===== src/rtl/aes_pkg.sv =====
// Shared AES constants and types used across the decryption datapath.
package aes_pkg;

  localparam int AES_STATE_W = 128;
  localparam int AES_BYTE_W  = 8;

  localparam int AES128_NR = 10;
  localparam int AES192_NR = 12;
  localparam int AES256_NR = 14;

  // 128-bit state, bits [127:120] = s[0][0], column-major byte order.
  typedef logic [AES_STATE_W-1:0] state_t;

  // InvMixColumns is skipped for the initial (0) and final (nr) AddRoundKey
  // of the inverse cipher; every round strictly between them applies it.
  function automatic logic round_has_mix(input int round, input int nr);
    return (round >= 1) && (round <= nr - 1);
  endfunction

endpackage


===== src/rtl/inv_add_round_key_stage_if.sv =====
// Bus bundle for the inverse AddRoundKey stage: key load port, input
// state handshake and output state handshake.
//
// Handshake rule for both in_* and out_*: a transfer happens at a rising
// clk edge where valid and ready are both 1; the producer holds valid and
// payload stable until that edge, and ready never depends on valid.
interface inv_add_round_key_stage_if #(parameter int RW = 4);
  import aes_pkg::*;

  logic          key_we;
  logic [RW-1:0] key_addr;
  state_t        key_data;

  logic          in_valid;
  logic          in_ready;
  state_t        in_data;
  logic [RW-1:0] in_round;

  logic          out_valid;
  logic          out_ready;
  state_t        out_data;
  logic [RW-1:0] out_round;
  logic          out_mix_en;

  logic          key_miss;
  logic          key_miss_clr;

  // Upstream / test side.
  modport master (
    output key_we, key_addr, key_data,
    output in_valid, in_data, in_round,
    output out_ready, key_miss_clr,
    input  in_ready, out_valid, out_data, out_round, out_mix_en, key_miss
  );

  // Stage side.
  modport slave (
    input  key_we, key_addr, key_data,
    input  in_valid, in_data, in_round,
    input  out_ready, key_miss_clr,
    output in_ready, out_valid, out_data, out_round, out_mix_en, key_miss
  );

endinterface


===== src/rtl/aes_skid_fifo2.sv =====
// Generic 2-entry valid/ready buffer. The output is always the head
// register, so out_* come straight from flops and hold while stalled.
// in_ready depends only on the fill level (and reset), never on out_ready.
module aes_skid_fifo2 #(
  parameter int W = 8
) (
  input  logic         clk,
  input  logic         rst,
  input  logic         in_valid_i,
  output logic         in_ready_o,
  input  logic [W-1:0] in_data_i,
  output logic         out_valid_o,
  input  logic         out_ready_i,
  output logic [W-1:0] out_data_o
);

  logic [1:0]   count_q, count_d;
  logic [W-1:0] head_q, head_d;
  logic [W-1:0] tail_q, tail_d;
  logic         push, pop;

  assign in_ready_o  = !rst && (count_q != 2'd2);
  assign out_valid_o = (count_q != 2'd0);
  assign out_data_o  = head_q;
  assign push        = in_valid_i && in_ready_o;
  assign pop         = out_valid_o && out_ready_i;

  // Next fill level and entry contents; head is always the oldest entry.
  always_comb begin
    count_d = count_q;
    head_d  = head_q;
    tail_d  = tail_q;
    case ({push, pop})
      2'b10: begin
        if (count_q == 2'd0) head_d = in_data_i;
        else                 tail_d = in_data_i;
        count_d = count_q + 2'd1;
      end
      2'b01: begin
        head_d  = tail_q;
        count_d = count_q - 2'd1;
      end
      2'b11: begin
        // Push only happens below full, so count is 1 here: replace head.
        head_d = in_data_i;
      end
      default: ;
    endcase
  end

  // Fill level and entry registers; reset flushes and zeroes the head.
  always_ff @(posedge clk) begin
    if (rst) begin
      count_q <= 2'd0;
      head_q  <= '0;
      tail_q  <= '0;
    end else begin
      count_q <= count_d;
      head_q  <= head_d;
      tail_q  <= tail_d;
    end
  end

endmodule


===== src/rtl/inv_add_round_key_stage.sv =====
// Registered AddRoundKey stage of AES decryption. Holds NR+1 loadable round
// keys, XORs each accepted state with the key chosen by its round index and
// buffers the result for the downstream InvMixColumns stage.
module inv_add_round_key_stage
  import aes_pkg::*;
#(
  parameter int NR = AES128_NR,
  parameter int RW = 4          // must satisfy 2**RW > NR; match the bus RW
) (
  input logic                        clk,
  input logic                        rst,
  inv_add_round_key_stage_if.slave   bus
);

  localparam int PW = AES_STATE_W + RW + 1;

  state_t        key_q [NR+1];
  logic [NR:0]   loaded_q, loaded_d;
  logic          key_miss_q, key_miss_d;

  state_t        sel_key;
  logic          key_hit;
  logic          mix;
  logic          accept;
  logic [PW-1:0] push_data;
  logic [PW-1:0] pop_data;

  // Key lookup by round index; indices above NR never match, so they miss.
  // Reads see the registered key, so a same-cycle write is not forwarded.
  always_comb begin
    sel_key = '0;
    key_hit = 1'b0;
    for (int i = 0; i <= NR; i++) begin
      if (bus.in_round == RW'(i)) begin
        sel_key = key_q[i];
        key_hit = loaded_q[i];
      end
    end
    mix       = key_hit && round_has_mix(int'(bus.in_round), NR);
    push_data = {bus.in_data ^ sel_key, bus.in_round, mix};
    if (!key_hit) push_data = {bus.in_data, bus.in_round, 1'b0};
    accept    = bus.in_valid && bus.in_ready;
  end

  // Key storage; out-of-range write addresses match no entry.
  always_ff @(posedge clk) begin
    for (int i = 0; i <= NR; i++) begin
      if (bus.key_we && bus.key_addr == RW'(i)) key_q[i] <= bus.key_data;
    end
  end

  // Loaded bitmap update and sticky miss flag; a new miss beats the clear.
  always_comb begin
    loaded_d = loaded_q;
    for (int i = 0; i <= NR; i++) begin
      if (bus.key_we && bus.key_addr == RW'(i)) loaded_d[i] = 1'b1;
    end
    key_miss_d = key_miss_q;
    if (bus.key_miss_clr)   key_miss_d = 1'b0;
    if (accept && !key_hit) key_miss_d = 1'b1;
  end

  // Loaded bitmap and miss flag registers.
  always_ff @(posedge clk) begin
    if (rst) begin
      loaded_q   <= '0;
      key_miss_q <= 1'b0;
    end else begin
      loaded_q   <= loaded_d;
      key_miss_q <= key_miss_d;
    end
  end

  aes_skid_fifo2 #(.W(PW)) u_fifo (
    .clk         (clk),
    .rst         (rst),
    .in_valid_i  (bus.in_valid),
    .in_ready_o  (bus.in_ready),
    .in_data_i   (push_data),
    .out_valid_o (bus.out_valid),
    .out_ready_i (bus.out_ready),
    .out_data_o  (pop_data)
  );

  assign bus.out_data   = pop_data[PW-1 -: AES_STATE_W];
  assign bus.out_round  = pop_data[RW:1];
  assign bus.out_mix_en = pop_data[0];
  assign bus.key_miss   = key_miss_q;

endmodule


===== src/flat_wrapper.sv =====
// flat-port wrapper written by rule: the top's interface ports become plain ports
module inv_add_round_key_stage_flat import aes_pkg::*;
#(
  parameter int NR = AES128_NR,
  parameter int RW = 4                                                      
)
  (clk, rst, bus_key_we, bus_key_addr, bus_key_data, bus_in_valid, bus_in_data, bus_in_round, bus_out_ready, bus_key_miss_clr, bus_in_ready, bus_out_valid, bus_out_data, bus_out_round, bus_out_mix_en, bus_key_miss);
  inv_add_round_key_stage_if #(.RW(RW)) bus_i ();
  input logic clk;
  input logic rst;
  input wire logic [$bits(bus_i.key_we)-1:0] bus_key_we;
  input wire logic [$bits(bus_i.key_addr)-1:0] bus_key_addr;
  input wire logic [$bits(bus_i.key_data)-1:0] bus_key_data;
  input wire logic [$bits(bus_i.in_valid)-1:0] bus_in_valid;
  input wire logic [$bits(bus_i.in_data)-1:0] bus_in_data;
  input wire logic [$bits(bus_i.in_round)-1:0] bus_in_round;
  input wire logic [$bits(bus_i.out_ready)-1:0] bus_out_ready;
  input wire logic [$bits(bus_i.key_miss_clr)-1:0] bus_key_miss_clr;
  output wire logic [$bits(bus_i.in_ready)-1:0] bus_in_ready;
  output wire logic [$bits(bus_i.out_valid)-1:0] bus_out_valid;
  output wire logic [$bits(bus_i.out_data)-1:0] bus_out_data;
  output wire logic [$bits(bus_i.out_round)-1:0] bus_out_round;
  output wire logic [$bits(bus_i.out_mix_en)-1:0] bus_out_mix_en;
  output wire logic [$bits(bus_i.key_miss)-1:0] bus_key_miss;
  assign bus_i.key_we = bus_key_we;
  assign bus_i.key_addr = bus_key_addr;
  assign bus_i.key_data = bus_key_data;
  assign bus_i.in_valid = bus_in_valid;
  assign bus_i.in_data = bus_in_data;
  assign bus_i.in_round = bus_in_round;
  assign bus_i.out_ready = bus_out_ready;
  assign bus_i.key_miss_clr = bus_key_miss_clr;
  assign bus_in_ready = bus_i.in_ready;
  assign bus_out_valid = bus_i.out_valid;
  assign bus_out_data = bus_i.out_data;
  assign bus_out_round = bus_i.out_round;
  assign bus_out_mix_en = bus_i.out_mix_en;
  assign bus_key_miss = bus_i.key_miss;
  inv_add_round_key_stage #(.NR(NR), .RW(RW)) u_core (.clk(clk), .rst(rst), .bus(bus_i));
endmodule

===== config.mk =====
export PLATFORM = sky130hd
export DESIGN_NAME = inv_add_round_key_stage_flat
export DESIGN_NICKNAME = d
export VERILOG_FILES = /design/src/rtl/aes_pkg.sv /design/src/rtl/inv_add_round_key_stage_if.sv /design/src/rtl/aes_skid_fifo2.sv /design/src/rtl/inv_add_round_key_stage.sv /design/src/flat_wrapper.sv
export SDC_FILE = /design/constraint.sdc
export NUM_CORES = 2
export LEC_CHECK = 0
export ABC_AREA = 1
export CORE_UTILIZATION = 60
export DETAILED_ROUTE_END_ITERATION = 7
export DONT_BUFFER_PORTS = 1
export PLACE_DENSITY = 0.76
export REMOVE_ABC_BUFFERS = 1
export SETUP_SLACK_MARGIN = 0.3
export SLEW_MARGIN = 20
export SYNTH_ARGS = -nofsm -noshare
export SYNTH_HDL_FRONTEND = slang
export SYNTH_SLANG_ARGS = --single-unit

===== constraint.sdc =====
create_clock -name clk -period 13.3 [get_ports clk]
set_clock_uncertainty 0.2 [all_clocks]
set_input_delay 1.995 -clock clk [delete_from_list [all_inputs] [get_ports clk]]
set_output_delay 1.995 -clock clk [all_outputs]
set_load 0.05 [all_outputs]

## Word level (Yosys, flattened, before mapping)

Memories as Yosys holds them, arrays and structs flattened.
Cells that the tools add are included.

| word-level totals | value |
|---|---|
| bits in latches | 0 |
| memory bits (read-only) | 0 |
| flip-flop bits (word level) | 280 |
| memories kept | 1 |
| RAM bits | 1408 |
| word-level logic and storage cells | 165 |

Memory list:

| name | words | bits a word | read ports | clocked after memory_dff | wr ports | RTL line | source |
|---|---|---|---|---|---|---|---|
| u_core.key_q | 11 | 128 | 11 | 0 | 1 | inv_add_round_key_stage.sv:17 | `state_t key_q [NR+1];` |

| cells by class | value |
|---|---|
| shift-type cells | 0 |
| muxes and demuxes | 80 |
| add/sub/neg operators | 2 |
| magnitude comparators | 2 |
| bitwise operators | 2 |
| reductions and logical operators | 38 |
| $mul | 0 |
| equal/unequal tests | 25 |
| divide/modulo/power cells | 0 |

Operators with widths:

| cell | number |
|---|---|
| 128-bit two-way mux | 21 |
| 128-bit OR reduction | 10 |
| 133-bit one-hot mux with 3 select lines | 1 |
| 133-bit two-way mux | 2 |
| 128-bit bitwise XOR | 1 |
| 1-bit two-way mux | 45 |
| 4-bit two-way mux | 10 |
| 4-bit by 3-bit == test with 1-bit output, second input constant | 8 |
| 4-bit == test, second input constant | 6 |
| 1-bit logical AND | 17 |
| 4-bit by 2-bit == test with 1-bit output, second input constant | 4 |
| 4-bit by 1-bit == test with 1-bit output, second input constant | 2 |
| 4-bit zero test | 2 |
| 2-bit nonzero test | 3 |
| 2-bit == test, second input constant | 2 |
| 4-bit by 1-bit >= comparator with 1-bit output, second input constant | 1 |
| 4-bit less-or-equal comparator, second input constant | 1 |
| 2-bit != test, second input constant | 2 |
| 2-bit one-hot mux with 2 select lines | 1 |
| 2-bit AND reduction | 2 |
| 3-bit nonzero test | 1 |
| 2-bit by 1-bit adder with 2-bit output, second input constant | 1 |
| 2-bit by 1-bit == test with 1-bit output, second input constant | 1 |
| 1-bit zero test | 2 |
| other kinds (3) | 3 |

## Longest topological paths before layout

| depth | value |
|---|---|
| depth after elaboration | 16 |
| depth in mapped cells | 18 |
| depth with buffers taken out | 16 |

## By module

From an unflattened synthesis, not the netlist that was laid out.

| second synthesis, totals | value |
|---|---|
| cells, all modules | 6827 |
| area, all modules | 69869.5 µm² |

Modules (own cells, without submodules):

| module | area each (µm²) | seq. area each (µm²) | times used | cells an instance |
|---|---|---|---|---|
| inv_add_round_key_stage | 57586.5 | 42520.8 | 1 | 4928 |
| aes_skid_fifo2 | 12283.0 | 5365.1 | 1 | 1899 |

## Least setup slack after synthesis

Ideal clock, no wire load.

| timing path | value |
|---|---|
| path type | input port to flip-flop |
| start point | in bus_key_addr[2] |
| end point | mem u_core.key_q[0][0] (netlist bit), enable pin |
| stages | 3 |
| path buffers | 0 |
| data arrival time | 7.610 ns |
| required time | 12.482 ns |
| setup slack | 4.873 ns |
| cells stage by stage | nor3_1 -> inv_1 -> nor2_1 |

| between the ends | value |
|---|---|
| cells in the longest elaborated chain, start to end | 15 |
| elaborated cells on any way between the ends | 74 |

Ends and longest elaborated chain:

| item | RTL line | source |
|---|---|---|
| from (decl) | flat_wrapper.sv:12 | `input wire logic [$bits(bus_i.key_addr)-1:0] bus_key_addr;` |
| 4-bit by 1-bit == test with 1-bit output | inv_add_round_key_stage.sv:48 | `if (bus.key_we && bus.key_addr == RW'(i)) key_q[i] <= bus.key_data;` |
| 1-bit logical AND | inv_add_round_key_stage.sv:48 |  |
| 1-bit two-way mux | inv_add_round_key_stage.sv:48 |  |
| 1-bit two-way mux (not written as such) | inv_add_round_key_stage.sv:48 |  |
| 128-bit OR reduction (no line) | -- |  |
| 4-bit two-way mux (no line) / 1-bit two-way mux (equally long branches) (10 in a row) | -- |  |
| to (decl) | inv_add_round_key_stage.sv:17 |  |

Parallel ways exist; a longest one is shown, timed or not.

## Worst setup path after layout

| timing path | value |
|---|---|
| start point | in bus_in_round[3] |
| end point | reg u_core.u_fifo.head_q[91] (netlist: u_core.u_fifo.out_data_o[91]) |

| between the ends | value |
|---|---|
| cells in the longest elaborated chain, start to end | 16 |
| elaborated cells on any way between the ends | 37 |

Ends and longest elaborated chain:

| item | RTL line | source |
|---|---|---|
| from (decl) | flat_wrapper.sv:16 | `input wire logic [$bits(bus_i.in_round)-1:0] bus_in_round;` |
| 4-bit zero test | inv_add_round_key_stage.sv:34 | `if (bus.in_round == RW'(i)) begin` |
| 128-bit two-way mux (11 in a row) | inv_add_round_key_stage.sv:34 |  |
| 128-bit bitwise XOR | inv_add_round_key_stage.sv:40 | `push_data = {bus.in_data ^ sel_key, bus.in_round, mix};` |
| 133-bit two-way mux * | inv_add_round_key_stage.sv:41 | `if (!key_hit) push_data = {bus.in_data, bus.in_round, 1'b0};` |
| 133-bit two-way mux | aes_skid_fifo2.sv:35 | `if (count_q == 2'd0) head_d = in_data_i;` |
| 133-bit one-hot mux with 3 select lines * | aes_skid_fifo2.sv:33 | `case ({push, pop})` |
| to (signal assigned) | aes_skid_fifo2.sv:55 | `head_q <= '0;` |
| to (signal assigned) | aes_skid_fifo2.sv:59 | `head_q <= head_d;` |
| to (decl) | aes_skid_fifo2.sv:18 | `logic [W-1:0] head_q, head_d;` |

Mark *: on every way between the ends. The rest lies on a longest branch, timed or not. The select of a mux whose other input is x is not followed.
A chain may end at the register's enable or synchronous reset.

==> impl_metrics.csv <==
group,metric,value,unit
global_routing,use_met1,0.3898,
worst_setup_path,r2r-start,"u_core.u_fifo.count_q[0]",
sta,fmax,162.8,MHz
clocking,ctsResizeCount,0,
synthesis,synth_top_area_frac,0.6170,
worst_hold_path,hp-start,"u_core.loaded_q[7]",
sta,tns,0,ns
drt,ant_nets,0,
clocking,clock-root-buffer,"clkbuf_16",
sta,period_minus_slack,6.143,ns
floorplan,fp.dieW,339.9,um
drt,routed_via_density,5.861,
drt,drt_iter0_drc,4541,
synthesis,yosysSeqAreaShare,0.6988,
worst_hold_path,holdPathStages,2,
sta,period_share,0.4619,
worst_setup_path,cp-end-kind,"flip-flop",
worst_hold_path,whs_endpoint,"u_core.loaded_q[7]",
worst_setup_path,rrSetupSlack,8.94,ns
floorplan,rows,123,
clocking,clk_pin_slew,0.06,ns
worst_setup_path,worstSetupPathType,"in2reg",
layout,diodes,0,
sta,slew_headroom,0.2427,
global_routing,met3_usage,0.06244,
layout,nFillCells,7950,
layout,nets,6597,
drt,vias,46710,
synthesis,synth_cell_type_count,31,
power,power.internal,8741,uW
sta,setup_viol,0,
global_routing,grt_pass1_wl,262700,um
synthesis,syn_area,68520,sq um
floorplan,core,112800,sq um
drt,routedWlPerCell,21.91,um
synthesis,yosys.area.top_type,"edfxtp_1",
power,pwr-share-comb,0.065,
sta,max_slew.worst_pin.slew,1.136,ns
synthesis,syn_inst,6428,
place,dp_hpwl,92690,um
worst_setup_path,worstPathRequired,13.81,ns
worst_hold_path,hp-class,"reg2reg",
floorplan,fp.dieArea,115600,sq um
sta,drv_slew,0,
power,p_per_area,154.2,nW/um^2
clocking,clock_sinks,1688,
synthesis,synth_edf_count,1408,
drt,dr.pass1.iters,6,
power,p_sw,2848,uW
drt,remaining_drc_errors,0,
place,gp_congestion,0.7946,
run_status,status,"finished clean",
global_routing,grt_max_degree,142,
worst_setup_path,worstPathMaxFanout,82,
synthesis,synth-main-ff-cell,"edfxtp_1",
drt,routed_wirelength,174600,um
floorplan,ios,406,
worst_setup_path,crit_path_start_kind,"input port",
worst_setup_path,path_cells,"inv_1, nand2_1, nor2_4, buf_4, inv_1, nor2_1, nor2_1, nand4_1, nand2_4, nand4_4, buf_4, nand4_1, nand3_1, nand2_1, a21oi_1",
synthesis,synth_common_cells,"nand2_1 (1885), edfxtp_1 (1408), nand3_1 (596)",
synthesis,ys_warn_count,0,
synthesis,synthArstFlopShare,0,
synthesis,ys_ff_latch,1688,
global_routing,grt_pass1_vias,45510,
power,power_frac_clock,0.397,
clocking,cts_setup_buffers,0,
global_routing,antenna_found_initial,3,
global_routing,grt-busiest-layer,"met2",
worst_setup_path,max_stage_delay,0.84,ns
sta,setup_ws,7.157,ns
floorplan,dieHeight,339.9,um
global_routing,use_met2,0.4992,
place,portBuffers,0,
synthesis,synth.avg_cell_area,10.66,sq um
worst_setup_path,crit_path_top_delay_cell,"buf_4",
clocking,cts_buffers,168,
floorplan,initial_core_util,0.6074,
run,maxCapViolations,0,
sta,finalHoldViolations,0,
power,total_power,11590,uW
worst_setup_path,arrival,6.65,ns
clocking,hold_buffers,0,
worst_setup_path,r2r_cells,10,
power,seq_power_share,0.538,
layout,area_growth,9.707,%
clocking,clock_path_buffers,3,
global_routing,grt_usage,0.2991,
clocking,htreeDepth,4,
power,switching_share,0.2458,
clocking,cts_tree,"yes",
layout,drive_above_1_share,0.07435,
power,ir_worst_vdd,0.0001237,V
place,dpl_worst_slack,6.462,ns
clocking,clock_latency,0.79,ns
power,cellLeakagePower,0.02872,uW
worst_setup_path,r2r_end,"u_core.u_fifo.out_data_o[85]",
synthesis,yosys-top-cells-area,"edfxtp_1 (62%), nand2_1 (10%), dfxtp_1 (8.2%)",
sta,rsz0062_at_grt,"no",
synthesis,synth.most_common_cell,"nand2_1",
global_routing,gr-total-overflow,0,
==> area by class of cell <==
cell class	count	area, sq um	area share
Clock inverter	81	752.0	0.01000
Timing Repair Buffer	61	520.5	0.006924
Clock buffer	233	4586	0.06100
Multi-Input combinational cell	3820	17320	0.2304
Inverter	586	2236	0.02974
Sequential cell	1688	47890	0.6370
Tap cell	1500	1877	0.02497
==> logic make-up (layout without fill, tap and decap cells) <==
logic type | count (synthesis) | count (layout) | share of synthesized area
simple gates | 3476 | 3476 | 0.2197
flops | 1688 | 1688 | 0.6988
buf+inv | 920 | 961 | 0.05131
compound gates | 342 | 342 | 0.02978
fa+ha+maj | 2 | 2 | 0.0003651
==> worst max-delay path by stage <==
stage	startpoint	to	cells past startpoint
after floorplan	bus_in_round[3]	u_core.u_fifo.out_data_o[0]	11
after global placement	bus_in_round[3]	u_core.u_fifo.tail_q[114]	16
after detailed placement	bus_in_round[3]	u_core.u_fifo.tail_q[114]	16
after CTS	bus_in_round[3]	u_core.u_fifo.tail_q[114]	16
after global routing	bus_in_round[3]	u_core.u_fifo.tail_q[62]	16
final	bus_in_round[3]	u_core.u_fifo.out_data_o[91]	15
==> cell usage in the layout, fill, tap and decap left out, drive strengths merged, types with 2 or more instances in the layout <==
cell type	instances
nand2	1887
edfxtp	1408
nand3	596
inv	592
nor2	507
nand4	315
dfxtp	280
clkbuf	233
a21oi	181
or2	151
o211ai	127
buf	61
clkinv	60
o21ai	27
nand3b	17
bufinv	9
clkinvlp	6
a31oi	4
nor3	2
o21a	2
ha	2
==> flip-flops by register name, indices dropped and copies added (netlist names) <==
signal / cells
u_core.key_q: 1408
u_core.u_fifo.out_data_o: 133
u_core.u_fifo.tail_q: 133
u_core.u_fifo.count_q: 2
u_core.bus.key_miss: 1
u_core.loaded_q: 11
==> power by group through the flow <==
stage               Clock [uW]  Sequential, uW  Combinational, uW
CTS                       4630            6230                755
global placement             0            6340                723
global route              4840            6250                847
finish                    4600            6230                756
floorplan                    0            6320                587
detailed placement           0            6340                750
==> critical path, delay by kind of cell <==
family                 cells  cell delay [ns]
and+or+nand+nor           10             2.08
AOI/OAI and AO/OA          1             0.12
buffers and inverters      4             2.33
==> through the flow <==
stage	utilization	hold WS [ns]	cells	area [sq um]
final	0.6664	0.2679	7969	75170
after global routing	0.6664	0.2908	7969	75170
after CTS	0.6664	0.2639	7969	75170
after detailed placement	0.6191	0.2512	7655	69840
after global placement	0.6191	0.2433	7655	69840
after floorplan	-	0.2323	6094	67210
==> per-layer routing <==
layer / vias to the layer above / wire (um)
li1: 21590 / -
met1: 22590 / 68070
met2: 2183 / 84740
met3: 342 / 16970
met4: 6 / 4744
met5: - / 41
Power figures use the tool's default switching activity.
